<file path="config.mk">
export PLATFORM = sky130hd
export DESIGN_NAME = seg7_scan_ctrl_flat
export DESIGN_NICKNAME = d
export VERILOG_FILES = /design/src/rtl/seg7_scan_if.sv /design/src/rtl/seg7_scan_ctrl.sv /design/src/flat_wrapper.sv
export SDC_FILE = /design/constraint.sdc
export NUM_CORES = 1
export LEC_CHECK = 0
export CAP_MARGIN = 20
export CORE_ASPECT_RATIO = 1.1
export CORE_UTILIZATION = 55
export DETAILED_ROUTE_END_ITERATION = 16
export HOLD_SLACK_MARGIN = 0.06
export MAX_ROUTING_LAYER = met4
export PLACE_DENSITY = 0.86
export SYNTH_ARGS = -nofsm -noshare
export SYNTH_HDL_FRONTEND = slang
export SYNTH_SLANG_ARGS = --single-unit
</file>
<file path="constraint.sdc">
create_clock -name clk -period 2.85 [get_ports clk]
set_clock_uncertainty 0.05 [all_clocks]
set_input_delay 0.57 -clock clk [delete_from_list [all_inputs] [get_ports clk]]
set_output_delay 0.57 -clock clk [all_outputs]
set_load 0.02 [all_outputs]
</file>
<file path="src/rtl/seg7_scan_if.sv">
// seg7_scan_if: load handshake and board-pin bundle for seg7_scan_ctrl
interface seg7_scan_if #(parameter int NUM_DIGITS = 8);
  logic                    load;
  logic [4*NUM_DIGITS-1:0] value;
  logic                    dec_mode;
  logic [NUM_DIGITS-1:0]   dp_in;
  logic [NUM_DIGITS-1:0]   blink_mask;
  logic                    lz_blank;
  logic                    busy;
  logic [6:0]              SEG;
  logic                    DP;
  logic [NUM_DIGITS-1:0]   AN;
  modport master (output load, value, dec_mode, dp_in, blink_mask, lz_blank, input busy, SEG, DP, AN);
  modport slave  (input load, value, dec_mode, dp_in, blink_mask, lz_blank, output busy, SEG, DP, AN);
endinterface

</file>
<file path="src/rtl/seg7_scan_ctrl.sv">
// seg7_scan_ctrl: multiplexed 7-segment scanner with hex/decimal load, blanking, blink and overflow dash
module seg7_scan_ctrl #(
  parameter int NUM_DIGITS     = 8,
  parameter int SCAN_DIV_BITS  = 17,
  parameter int BLINK_DIV_BITS = 26,
  parameter bit ACTIVE_LOW     = 1
) (
  input logic        clk,
  input logic        rst,
  seg7_scan_if.slave bus
);
  localparam int BW = 4*NUM_DIGITS;
  localparam int CW = 4*(NUM_DIGITS+1);
  localparam int IW = NUM_DIGITS > 1 ? $clog2(NUM_DIGITS) : 1;
  localparam logic [15:0][6:0] SEG_LUT = {7'h0E, 7'h06, 7'h21, 7'h46, 7'h03, 7'h08, 7'h10, 7'h00,
                                          7'h78, 7'h02, 7'h12, 7'h19, 7'h30, 7'h24, 7'h79, 7'h40};
  typedef enum logic [1:0] {IDLE, CONV, COMMIT} state_t;
  state_t r_state, w_state_nx;
  logic w_busy, w_accept;
  logic [BW-1:0] r_bin, r_disp;
  logic [CW-1:0] r_bcd, w_adj;
  logic r_carry, r_dec, r_lz, r_dlz, r_dovf;
  logic [5:0] r_cnt;
  logic [NUM_DIGITS-1:0] r_dp, r_blink, r_ddp, r_dblink;
  logic [SCAN_DIV_BITS-1:0] r_scan;
  logic [BLINK_DIV_BITS:0] r_blk;
  logic [IW-1:0] r_idx;
  logic [6:0] r_seg, w_seg_on;
  logic r_dp_o, w_dp_on, w_off, w_any;
  logic [NUM_DIGITS-1:0] r_an, w_an_on, w_keep;
  logic [3:0] w_nib;
  always_ff @(posedge clk)
    if (rst) r_state <= IDLE;
    else     r_state <= w_state_nx;
  always_comb begin
    w_busy = r_state != IDLE;
    w_accept = r_state == IDLE && bus.load;
    w_state_nx = w_accept ? (bus.dec_mode ? CONV : COMMIT) :
                 (r_state == CONV && r_cnt == 6'(BW-1)) ? COMMIT :
                 (r_state == COMMIT) ? IDLE : r_state;
  end
  // double-dabble correction: add 3 to every BCD digit >= 5 before the shift
  always_comb begin
    w_adj = r_bcd;
    for (int j = 0; j < NUM_DIGITS+1; j++)
      w_adj[4*j +: 4] = (r_bcd[4*j +: 4] >= 4'd5) ? r_bcd[4*j +: 4] + 4'd3 : r_bcd[4*j +: 4];
  end
  always_ff @(posedge clk)
    if (rst) begin
      {r_bin, r_bcd, r_carry, r_cnt, r_dec, r_lz, r_dp, r_blink} <= '0;
      {r_disp, r_ddp, r_dblink, r_dlz, r_dovf} <= '0;
      {r_scan, r_blk, r_idx} <= '0;
      r_seg  <= ACTIVE_LOW ? 7'h7F : 7'h00;
      r_dp_o <= ACTIVE_LOW;
      r_an   <= {NUM_DIGITS{ACTIVE_LOW}};
    end else begin
      if (w_accept) begin
        r_bin   <= bus.value;
        r_bcd   <= '0;
        r_carry <= 1'b0;
        r_cnt   <= '0;
        r_dec   <= bus.dec_mode;
        r_lz    <= bus.lz_blank;
        r_dp    <= bus.dp_in;
        r_blink <= bus.blink_mask;
      end else if (r_state == CONV) begin
        r_bcd   <= {w_adj[CW-2:0], r_bin[BW-1]};
        r_bin   <= r_bin << 1;
        r_carry <= r_carry | w_adj[CW-1];
        r_cnt   <= r_cnt + 6'd1;
      end else if (r_state == COMMIT) begin
        r_disp   <= r_dec ? r_bcd[BW-1:0] : r_bin;
        r_dovf   <= r_dec && (r_carry || |r_bcd[CW-1:BW]);
        r_ddp    <= r_dp;
        r_dblink <= r_blink;
        r_dlz    <= r_lz;
      end
      r_scan <= r_scan + 1'b1;
      r_blk  <= r_blk + 1'b1;
      if (&r_scan) r_idx <= (r_idx == IW'(NUM_DIGITS-1)) ? '0 : r_idx + 1'b1;
      r_seg  <= ACTIVE_LOW ? ~w_seg_on : w_seg_on;
      r_dp_o <= ACTIVE_LOW ^ w_dp_on;
      r_an   <= ACTIVE_LOW ? ~w_an_on : w_an_on;
    end
  always_comb begin
    w_nib = r_disp[{r_idx, 2'b00} +: 4];
    w_any = 1'b0;
    w_keep = '0;
    for (int i = NUM_DIGITS-1; i >= 0; i--) begin
      w_any = w_any | (r_disp[4*i +: 4] != 4'd0);
      w_keep[i] = w_any || i == 0;
    end
    w_off = (r_dlz && !r_dovf && !w_keep[r_idx]) || (r_blk[BLINK_DIV_BITS] && r_dblink[r_idx]);
    w_seg_on = r_dovf ? 7'h40 : ~SEG_LUT[w_nib];
    w_dp_on = r_ddp[r_idx] && !w_off && !r_dovf;
    w_an_on = w_off ? '0 : NUM_DIGITS'(1) << r_idx;
  end
  assign bus.busy = w_busy;
  assign bus.SEG  = r_seg;
  assign bus.DP   = r_dp_o;
  assign bus.AN   = r_an;
endmodule

</file>
<file path="src/flat_wrapper.sv">
// flat-port wrapper written by rule: the top's interface ports become plain ports
module seg7_scan_ctrl_flat 
#(
  parameter int NUM_DIGITS     = 8,
  parameter int SCAN_DIV_BITS  = 17,
  parameter int BLINK_DIV_BITS = 26,
  parameter bit ACTIVE_LOW     = 1
)
  (clk, rst, bus_load, bus_value, bus_dec_mode, bus_dp_in, bus_blink_mask, bus_lz_blank, bus_busy, bus_SEG, bus_DP, bus_AN);
  seg7_scan_if #(.NUM_DIGITS(NUM_DIGITS)) bus_i ();
  input logic clk;
  input logic rst;
  input wire logic [$bits(bus_i.load)-1:0] bus_load;
  input wire logic [$bits(bus_i.value)-1:0] bus_value;
  input wire logic [$bits(bus_i.dec_mode)-1:0] bus_dec_mode;
  input wire logic [$bits(bus_i.dp_in)-1:0] bus_dp_in;
  input wire logic [$bits(bus_i.blink_mask)-1:0] bus_blink_mask;
  input wire logic [$bits(bus_i.lz_blank)-1:0] bus_lz_blank;
  output wire logic [$bits(bus_i.busy)-1:0] bus_busy;
  output wire logic [$bits(bus_i.SEG)-1:0] bus_SEG;
  output wire logic [$bits(bus_i.DP)-1:0] bus_DP;
  output wire logic [$bits(bus_i.AN)-1:0] bus_AN;
  assign bus_i.load = bus_load;
  assign bus_i.value = bus_value;
  assign bus_i.dec_mode = bus_dec_mode;
  assign bus_i.dp_in = bus_dp_in;
  assign bus_i.blink_mask = bus_blink_mask;
  assign bus_i.lz_blank = bus_lz_blank;
  assign bus_busy = bus_i.busy;
  assign bus_SEG = bus_i.SEG;
  assign bus_DP = bus_i.DP;
  assign bus_AN = bus_i.AN;
  seg7_scan_ctrl #(.NUM_DIGITS(NUM_DIGITS), .SCAN_DIV_BITS(SCAN_DIV_BITS), .BLINK_DIV_BITS(BLINK_DIV_BITS), .ACTIVE_LOW(ACTIVE_LOW)) u_core (.clk(clk), .rst(rst), .bus(bus_i));
endmodule
</file>
# Word-level counts from Yosys, hierarchy flattened
# Memory sizes are Yosys's and may differ from the RTL's.
# Index checks and enable logic that the tools add are counted.
# Widths: inputs -> output; s select.
# classes
n_addsub,13
n_lt_le_gt_ge,11
eq_ne,4
shifts,2
n_mux,26
bitwise_logic,13
n_reduce_logical,28
# ops
op,n
$mux 32,3
$add 4x2->4 const B,9
$ge 4x3->1 const B,9
$mux 4,9
$shiftx 32x6->4,1
$reduce_bool 4->1,7
$add 27x1->27 const B,1
$add 17x1->17 const B,1
$reduce_and 17->1,1
$mux 7,2
$not 7->7,2
$bmux 1 s3,3
$logic_and 1x1->1,8
$mux 2,4
$mux 8,1
$not 8->8,1
$shl 1x3->8 const A,1
$or 1x1->1,7
$add 6x1->6 const B,1
$eq 6x5->1 const B,1
$lt 4x5->1 const B,1
$lt 3x4->1 const B,1
$reduce_bool 2->1,2
$reduce_or 4->1,1
other kinds (13),20
# totals
reg_bits,208
rom_bits,112
in_bits,53
elab_cells,118
mem_count,1
# memory_table
memory,words,width,rd,rd_clocked_by_memory_dff,wr,line_no,rtl
(no name shown),16,7,1,0,0,seg7_scan_ctrl.sv:94,w_seg_on = r_dovf ? 7'h40 : ~SEG_LUT[w_nib];

# Depth between registers and ports, before layout
# logic_depth
ltp_word,16
mapped_depth,10

# Least setup slack after synthesis
# Ideal clock, no wire load.
# synth_path
path_kind,register to register
from,register u_core.r_idx[0]
to,"register u_core.r_seg[6], in the netlist u_core.bus.SEG[6]"
arrival_ps,2153
t_required_ps,2686
slack_ps,533
stages_incl_launch_ff,9
path_cell_list,dfxtp_1 -> buf_6 -> buf_6 -> mux4_2 -> mux2_2 -> ha_1 -> o21ai_0 -> o31ai_1 -> a21o_1
# synth_via
elab_chain_cells,6
# synth_lines
item,line_no,rtl
"start, declared",seg7_scan_ctrl.sv:27,logic [IW-1:0] r_idx;
"start signal, assigned",seg7_scan_ctrl.sv:80,if (&r_scan) r_idx <= (r_idx == IW'(NUM_DIGITS-1)) ? '0 : r_idx + 1'b1;
$shiftx 32x6->4,seg7_scan_ctrl.sv:86,"w_nib = r_disp[{r_idx, 2'b00} +: 4];"
$mem_v2 16x7,--,
$mux 7 (implied by the code),seg7_scan_ctrl.sv:94,
$not 7->7,seg7_scan_ctrl.sv:94,
$mux 7,seg7_scan_ctrl.sv:94,
$not 7->7,seg7_scan_ctrl.sv:81,r_seg <= ACTIVE_LOW ? ~w_seg_on : w_seg_on;
"end signal, assigned",seg7_scan_ctrl.sv:53,r_seg <= ACTIVE_LOW ? 7'h7F : 7'h00;
"end signal, assigned",seg7_scan_ctrl.sv:81,
"end, declared",seg7_scan_ctrl.sv:28,"logic [6:0] r_seg, w_seg_on;"
# No other way between the ends. The select of a mux whose other input is x is not followed.
# A chain may end at the register's enable or synchronous reset.

# Worst setup path in the final report
# layout_path
from,register u_core.r_idx[0]
to,"register u_core.r_seg[3], in the netlist u_core.bus.SEG[3]"
# The elaborated chain is that of the path after synthesis.

==> out/metrics.cfg <==
[clock_tree]
cts_sinks = 208
cts.reportedPaths.clkPinSlew_ns = 0.06
post_cts_buffers = 0
htreeDepth = 1
cts_buffer_depth = 3
postCtsResizedCells = 0
ctsHoldBuffers = 0
cts-root-buf = clkbuf_16
numCtsBuffers = 22
clkLatencyLatePin_ns = 0.50
cts_tree = done

[detailed_routing]
avgRoutedWirePerCell_um = 15.2
via_per_inst = 5.75
vias = 7808
drc_errors = 0
postRouteWirelength_um = 20600
drt_iter0_drc = 551
ant_nets = 0
drt_pass1_iterations = 5

[cells_and_area]
final_cells = 1357
final_core_util = 0.664
drive_gt1_frac = 0.0694
diodes = 0
fill_cells = 1310
layout.nets = 1226
area_delta_synth_final_pct = 16.8

[floorplan]
initial_core_util = 0.569
die_area_mm2 = 0.0176
die_w_um = 127
core_area_mm2 = 0.0166
fp-row-count = 49
die_y_um = 139
ios = 70

[global_routing]
track_usage = 0.241
grt_max_degree = 83
grt-ovfl-total = 0
first_global_vias = 7418
antenna_found_initial = 0
grt_pass1_wl_um = 34500

[placement]
place_hpwl_um = 13800
io_buffers = 69
dp.cells = 1318
globalplace.congestion = 0.863

[logic_synthesis]
ys_seq_area_frac = 0.442
synth.distinct_cells = 45
synth_top_area_share = 0.442
synth_most_common_cell = dfxtp_1
yosys_warnings = 0
syn_nets = 1188
ys.flop_type = dfxtp_1
synth_area_mm2 = 0.00942
synthTopCellsByCount = dfxtp_1, nand2_1, a21oi_1
synthCells = 1100
async_flop_share = 0
synth_edf_count = 0
synth-seq-cells = 208
synth_top_cell_by_area = dfxtp_1
synth_area_leaders = dfxtp_1, a21oi_1, nand2_1
syn_avg_cell_area_um2 = 8.56

[pwr]
ir_drop_mv = 0.552
p_leak_nw = 3.85
total_power_mw = 6.67
power_density_mw_per_mm2 = 606

[sta]
relSlewSlack = 0.471
finalHoldViolCount = 0
fin_crit_ns = 2.38
slew_violations = 0
tightest_slew_ns = 0.793
min_period_over_period = 0.835
rsz0062_at_grt = false
setup_violations = 0
setup-tns-final_ns = 0
fmax_mhz = 420

[worst_hold_path]
hp-class = reg2reg

[worst_setup_path]
cpPeakStageDelay_ns = 0.55
cp_cell_sequence = buf_4 -> mux4_2 -> mux2_2 -> inv_1 -> ha_1 -> mux2i_1 -> nor4_1 -> a31oi_1
cp_max_fo = 16
arrival_ns = 2.75
crit_type = reg2reg
end_kind = register
slowest_stage = mux4_2
critPathLaunchType = register
required_ns = 3.22

[run_status]
status = complete, no violations

[flow_run]
cap_violations = 0

[through the flow]
step | worst slack, ns | cell area (um2) | hold slack [ns]
6_report | 0.471 | 11000 | 0.403
5_1_grt | 0.321 | 11000 | 0.420
4_1_cts | 0.475 | 11000 | 0.403
3_5_place_dp | 0.450 | 10200 | 0.395
3_3_place_gp | 0.258 | 10200 | 0.389
2_1_floorplan | 0.533 | 9420 | 0.379
[kinds of logic after synthesis]
kind of cell               share of synthesized area
and+or+nand+nor                                0.191
AOI/OAI and AO/OA                              0.152
DFF                                            0.442
buffers and inverters                         0.0424
muxes                                         0.0761
xor gates and xnor gates                      0.0502
adders and majority gates                     0.0465
[critical path: cells and delay by family, from the launching register on]
kind	cells	cell delay (ns)
flip-flops	1	0.33
AND/OR/NAND/NOR	1	0.06
adder cells (fa/ha/maj)	1	0.26
multiplexers	3	1.05
buffers and inverters	2	0.39
AO/OA/AOI/OAI	1	0.16
[flip-flops by register name, indices dropped and copies added (netlist names), 2 cells and up]
signal,count
u_core.r_bcd,36
u_core.r_bin,32
u_core.r_disp,32
u_core.r_blk,27
u_core.r_scan,17
u_core.bus.AN,8
u_core.r_blink,8
u_core.r_dblink,8
u_core.r_ddp,8
u_core.r_dp,8
u_core.bus.SEG,7
u_core.r_cnt,6
u_core.r_idx,3
u_core.r_state,2
[final timing paths]
path                                         from                               to  slack, ns  cells past startpoint
setup / recovery     u_core.r_idx[0]$_SDFFE_PP0P_     u_core.bus.SEG[3]$_SDFF_PP1_       0.47                      8
hold / removal    u_core.r_dblink[2]$_SDFFE_PP0P_  u_core.r_dblink[2]$_SDFFE_PP0P_       0.40                      2
setup reg to reg     u_core.r_idx[0]$_SDFFE_PP0P_     u_core.bus.SEG[3]$_SDFF_PP1_       0.47                      8
hold reg to reg   u_core.r_dblink[2]$_SDFFE_PP0P_  u_core.r_dblink[2]$_SDFFE_PP0P_       0.40                      2
[cell usage in the layout, fill, tap and decap left out, drive strengths merged, types with 33 or more instances in the layout]
cell type      netlist  final
mux2i               36     36
a21oi              126    126
dfxtp              208    208
nand2              164    164
ha                  35     35
clkdlybuf4s50        0     68
a22oi               33     33
nor2               112    112
o21ai               38     38
a211oi              35     35
nand3               35     35
[final cells by class]
type                            instances  area [um2]  share of cell area
Timing Repair Buffer                   83         813              0.0739
Inverter                               30         113              0.0102
Multi-Input combinational cell        793        4870               0.443
Clock inverter                         11         145              0.0132
Tap cell                              204         255              0.0232
Sequential cell                       208        4170               0.379
Clock buffer                           28         634              0.0577
[layer usage]
metal	wire, um	GRT usage	share of wire	vias up
li1	-	-	-	3879
met1	8850	0.289	0.43	3709
met2	10400	0.421	0.50	180
met3	936	0.0319	0.045	40
met4	459	0.0739	0.022	0
met5	0	-	0	-
[power by group]
part	switching [mW]	leakage [nW]	internal, mW
Combinational	0.310	1.78	0.243
Clock	1.16	0.376	1.85
Sequential	0.0923	1.69	3.01
No activity file was read; power rests on OpenSTA's default activity.
==> RTL change 1 (same flow settings) <==
`ACTIVE_LOW` is set to 1 in 2 places; all go to 0.
--- a/src/rtl/seg7_scan_ctrl.sv
+++ b/src/rtl/seg7_scan_ctrl.sv
@@ -3,7 +3,7 @@
   parameter int NUM_DIGITS     = 8,
   parameter int SCAN_DIV_BITS  = 17,
   parameter int BLINK_DIV_BITS = 26,
-  parameter bit ACTIVE_LOW     = 1
+  parameter bit ACTIVE_LOW     = 0
 ) (
   input logic        clk,
   input logic        rst,
--- a/src/flat_wrapper.sv
+++ b/src/flat_wrapper.sv
@@ -4,7 +4,7 @@
   parameter int NUM_DIGITS     = 8,
   parameter int SCAN_DIV_BITS  = 17,
   parameter int BLINK_DIV_BITS = 26,
-  parameter bit ACTIVE_LOW     = 1
+  parameter bit ACTIVE_LOW     = 0
 )
   (clk, rst, bus_load, bus_value, bus_dec_mode, bus_dp_in, bus_blink_mask, bus_lz_blank, bus_busy, bus_SEG, bus_DP, bus_AN);
   seg7_scan_if #(.NUM_DIGITS(NUM_DIGITS)) bus_i ();
Formal check against the unedited RTL: not equivalent (Yosys sat finds a counterexample within 4 cycles, from zero or initial values and one cycle with rst high).
==> RTL change 1 against the unedited design <==
  * Count of clock-buffer cells in the layout increased by 3
  * Synthesized cell count decreased by 1.1%
  * Die area decreased by 0.15%
  * Routed wire length grew 0.96%
  * Synthesized area fell by 0.16%
  * Power down 5.3%
  * Design area shrank 0.59%
  * Worst setup slack gained 0.026 ns
  * Sequential share of layout area up 0.23 points
  * Sequential cell count stayed put
  * Cell count is 0.74% lower
  * Non-clock buffer count up 6
  * Via count increased by 0.64%
  * Critical endpoint is now u_core.bus.SEG[3]
==> RTL change 1: results (changes against the unedited design) <==
Status -> completed
First-pass GRT wire length -> 34.7 mm (+0.52%)
Worst min path class -> input pin to flip-flop
Fraction of area in multi-input gates -> 44.6% (+0.29 points)
Placed cells -> 1314 (-0.30%)
Top cells by area, synth -> dfxtp_1, a21oi_1, nand2_1, nor2_1, mux2i_1
Post-placement cell area -> 10300 um^2 (+0.51%)
#MultiIn Comb -> 783 (-1.3%)
Seq/Total Area, Yosys -> 44.3% (+0.071 points)
DRT Wirelength -> 20.8 mm (+0.96%)
Vias/cell -> 5.83 (+1.4%)
Post-DP HPWL -> 13.8 mm (-0.23%)
Starting DRT DRC Count -> 485 (-12%)
Most frequent cells after synthesis -> dfxtp_1, nand2_1, a21oi_1, nor2_1, clkbuf_1
Worst slack at placement -> 0.496 ns (+0.0454 ns)
Xor-xnor portion of the synthesized cell area -> 5.40% (+0.38 points)
Clk tree area frac -> 6.05% (-1.0 points)
FFs & Latches -> 208 (unchanged)
Netlist cell types -> 47 (+4.4%)
Largest net degree at the start of global routing -> 79 (-4.8%)
Final nets -> 1221 (-0.41%)
Met2 Resource Use GR -> 43.8% (+1.7 points)
Non-clock buffering overhead in the final layout -> 7.90% (+0.50 points)
Combinational power -> 557 uW (+0.7%)
Adder-Cell Fraction of Synth Area -> 4.66% (+0.0074 points)
Worst endpoint data arrival time -> 2.69 ns (-0.06 ns)
Hold Path Depth -> 2 (unchanged)
TritonCTS Buffers -> 21 (-4.5%)
Vias in the first global route -> 7434 (+0.22%)
Reg2reg end -> u_core.bus.SEG[3]
Met2 routed WL -> 10.7 mm (+3.2%)
Layout clock buffer count -> 31 (+11%)
Met3 wire length -> 848 um (-9.4%)
Bufs w/o clock -> 89 (+7.2%)
Max_slew headroom -> 45.9% (-1.2 points)
Worst Reg-to-Reg Cells -> 5 (-3)
Fill cells -> 1322 (+0.92%)
Gpl congestion -> 0.863 (about the same)
Pwr Density -> 578 nW/um^2 (-4.7%)
Post-Syn Area per Cell -> 8.64 um^2 (+0.94%)
Design Power -> 6.32 mW (-5.3%)
Flop2flop setup slack -> 0.50 ns (+0.03 ns)
Pint -> 4.84 mW (-5.1%)
Met1 usage -> 28.5% (-0.43 points)
Maximum vdd drop -> 0.743 mV (+35%)
P_leak -> 3.85 nW (+0.18%)
Seq/total area -> 38.1% (+0.23 points)
Maximum clock frequency -> 425 MHz (+1.1%)
Multiplexer share of the synthesized area -> 8.04% (+0.42 points)
Critical path peak fanout -> 6 (-10)
All-Layer GR Usage -> 24.3% (+0.17 points)
Total number of vias -> 7858 (+0.64%)
Synth Area in Compound Gates -> 14.4% (-0.79 points)
DRT met1 WL -> 8.80 mm (-0.67%)
Netlist Area Pre-Place -> 9400 um^2 (-0.16%)
Net Count, Synth -> 1176 (-1.0%)
-- RTL change 1: worst min-delay path by stage --
| stage | from | endpoint |
|---|---|---|
| CTS | rst | u_core.r_idx[2] |
| global route | rst | u_core.r_idx[2] |
| detailed placement | u_core.r_blk[0] | u_core.r_blk[0] |
| finish | rst | u_core.r_disp[29] |
| global placement | u_core.r_scan[0] | u_core.r_scan[0] |
| floorplan | u_core.r_scan[0] | u_core.r_scan[0] |
-- RTL change 1: cell families (layout without fill, tap and decap cells) --
logic type               after synthesis  after routing
multiplexers                          59             59
AO/OA/AOI/OAI                        233            233
XOR/XNOR                              58             58
flip-flops                           208            208
AND/OR/NAND/NOR                      398            398
adder cells (fa/ha/maj)               35             35
buffers and inverters                 97            152
-- RTL change 1: worst max-delay path, stage by stage, from the launching register on --
cell and delay, ns:
dfxtp_1 0.50, mux4_1 0.60, mux2_2 0.34, ha_1 0.25, mux2_2 0.27, a211oi_1 0.25
==> RTL change 2 (config.mk and constraints unchanged) <==
Made on the original files. Re-encode `state_t` (3 states) as one-hot, 3 bits wide.
--- a/src/rtl/seg7_scan_ctrl.sv
+++ b/src/rtl/seg7_scan_ctrl.sv
@@ -14,7 +14,7 @@
   localparam int IW = NUM_DIGITS > 1 ? $clog2(NUM_DIGITS) : 1;
   localparam logic [15:0][6:0] SEG_LUT = {7'h0E, 7'h06, 7'h21, 7'h46, 7'h03, 7'h08, 7'h10, 7'h00,
                                           7'h78, 7'h02, 7'h12, 7'h19, 7'h30, 7'h24, 7'h79, 7'h40};
-  typedef enum logic [1:0] {IDLE, CONV, COMMIT} state_t;
+  typedef enum logic [2:0] {IDLE = 3'b001, CONV = 3'b010, COMMIT = 3'b100} state_t;
   state_t r_state, w_state_nx;
   logic w_busy, w_accept;
   logic [BW-1:0] r_bin, r_disp;
Check against the original RTL: same outputs for any inputs over 10 cycles, from zero or initial values and one cycle with rst high; not proved beyond that.
==> RTL change 2 against the unedited design <==
  * Sequential cell count increased by 1
  * Worst setup slack got worse by 0.0042 ns
  * Synthesized area increased by 1.6%
  * Routed wire length increased by 1.2%
  * Non-clock buffer count increased by 2
  * Count of clock-buffer cells in the layout increased by 5
  * Design area increased by 2.8%
  * Power increased by 6.9%
  * Core utilization about the same
  * Sequential power increased by 3%
  * First-iteration DRC count increased by 1.3%
  * Fmax decreased by 0.18%
  * Critical path type unchanged
==> RTL change 2: results (changes against the unedited design) <==
Status -> completed
I/O Buffers -> 69 (unchanged)
Met3 wire length -> 870 um (-7.1%)
Vias/cell -> 5.61 (-2.4%)
CP max-delay cell -> mux4_2
Antenna Violating Nets Remaining -> 0 (unchanged)
Starting DRT DRC Count -> 558 (+1.3%)
Seq/Total Area, Yosys -> 43.7% (-0.50 points)
Adder-Cell Fraction of Synth Area -> 4.58% (-0.074 points)
Critical path peak fanout -> 6 (-10)
Worst endpoint data arrival time -> 2.69 ns (-0.06 ns)
Switching part of the total power -> 22.8% (-0.65 points)
DRT met1 WL -> 9.05 mm (+2.2%)
Wire length per cell -> 14.7 um (-3.4%)
Worst-margin pin slew -> 0.714 ns (-0.0794 ns)
Most frequent cells after synthesis -> dfxtp_1, nand2_1, nor2_1, a21oi_1, clkbuf_1
Xor-xnor portion of the synthesized cell area -> 5.40% (+0.38 points)
P_leak -> 3.86 nW (+0.24%)
Met3 Usage GRT -> 2.94% (-0.25 points)
Net Count, Synth -> 1222 (+2.9%)
Vias in the first global route -> 7646 (+3.1%)
DR pass1 iterations -> 5 (unchanged)
Top cells by area, synth -> dfxtp_1, nand2_1, nor2_1, a21oi_1, ha_1
CP delay by family, top -> multiplexers
Met1 usage -> 30.5% (+1.6 points)
Fraction of layout cells with a size suffix above 1 -> 6.65% (-0.29 points)
Post-Synthesis Cells -> 1134 (+3.1%)
All-Layer GR Usage -> 24.8% (+0.63 points)
Gpl congestion -> 0.874 (+1.3%)
First-pass GRT wire length -> 35.8 mm (+3.6%)
Placed cells -> 1381 (+4.8%)
Netlist cell types -> 53 (+18%)
TritonCTS Buffers -> 23 (+4.5%)
Synth Area in Compound Gates -> 13.5% (-1.6 points)
Final nets -> 1260 (+2.8%)
DRT Wirelength -> 20.9 mm (+1.2%)
Post-DP HPWL -> 13.8 mm (+0.20%)
Multiplexer share of the synthesized area -> 7.17% (-0.45 points)
Maximum vdd drop -> 0.469 mV (-15%)
Met2 Resource Use GR -> 41.8% (-0.26 points)
Met2 routed WL -> 10.4 mm (+0.52%)
==> RTL change 2: changes by cell type in the layout (fill, tap and decap cells not counted), moves of 5 or more <==
| cell | before | now |
|---|---|---|
| a311oi_1 | 1 | 30 |
| nand2_1 | 164 | 199 |
| nor2_1 | 111 | 140 |
| a22oi_1 | 33 | 2 |
| mux2i_1 | 36 | 43 |
| a21oi_1 | 126 | 91 |
| and4_1 | 7 | 2 |
==> RTL change 2: path summary, 6_finish.rpt <==
path                         from                 to  slack [ns]  depth (start not counted)
setup / recovery  u_core.r_idx[0]  u_core.bus.SEG[3]        0.47                          7
hold / removal     u_core.r_dp[0]    u_core.r_ddp[0]        0.40                          2
setup reg to reg  u_core.r_idx[0]  u_core.bus.SEG[3]        0.47                          7
hold reg to reg    u_core.r_dp[0]    u_core.r_ddp[0]        0.40                          2
==> RTL change 2: power by group through the flow <==
stage | clock network, mW | registers, mW | logic, mW
detailed placement | 0 | 3.24 | 0.644
global placement | 0 | 3.24 | 0.632
finish | 3.30 | 3.18 | 0.651
floorplan | 0 | 3.20 | 0.429
CTS | 3.35 | 3.18 | 0.651
global route | 3.48 | 3.19 | 0.721
==> RTL change 2: area by class of cell <==
type | count | area [um^2] | area share, %
multi-input cells | 822 | 5000 | 44.2
inverters | 31 | 116 | 1.03
flip-flops and latches | 209 | 4190 | 37.0
repair buffers | 85 | 858 | 7.59
clock inverters | 8 | 194 | 1.72
well taps | 234 | 293 | 2.59
clock buffers | 33 | 663 | 5.87
==> RTL change 2: stage by stage <==
step	area, um^2	hold WS (ns)	worst slack, ns	power [mW]
floorplan	9570	0.376	0.468	3.63
global placement	10400	0.391	0.551	3.87
detailed placement	10400	0.397	0.478	3.89
CTS	11300	0.401	0.466	7.18
global route	11300	0.422	0.307	7.39
finish	11300	0.401	0.466	7.13
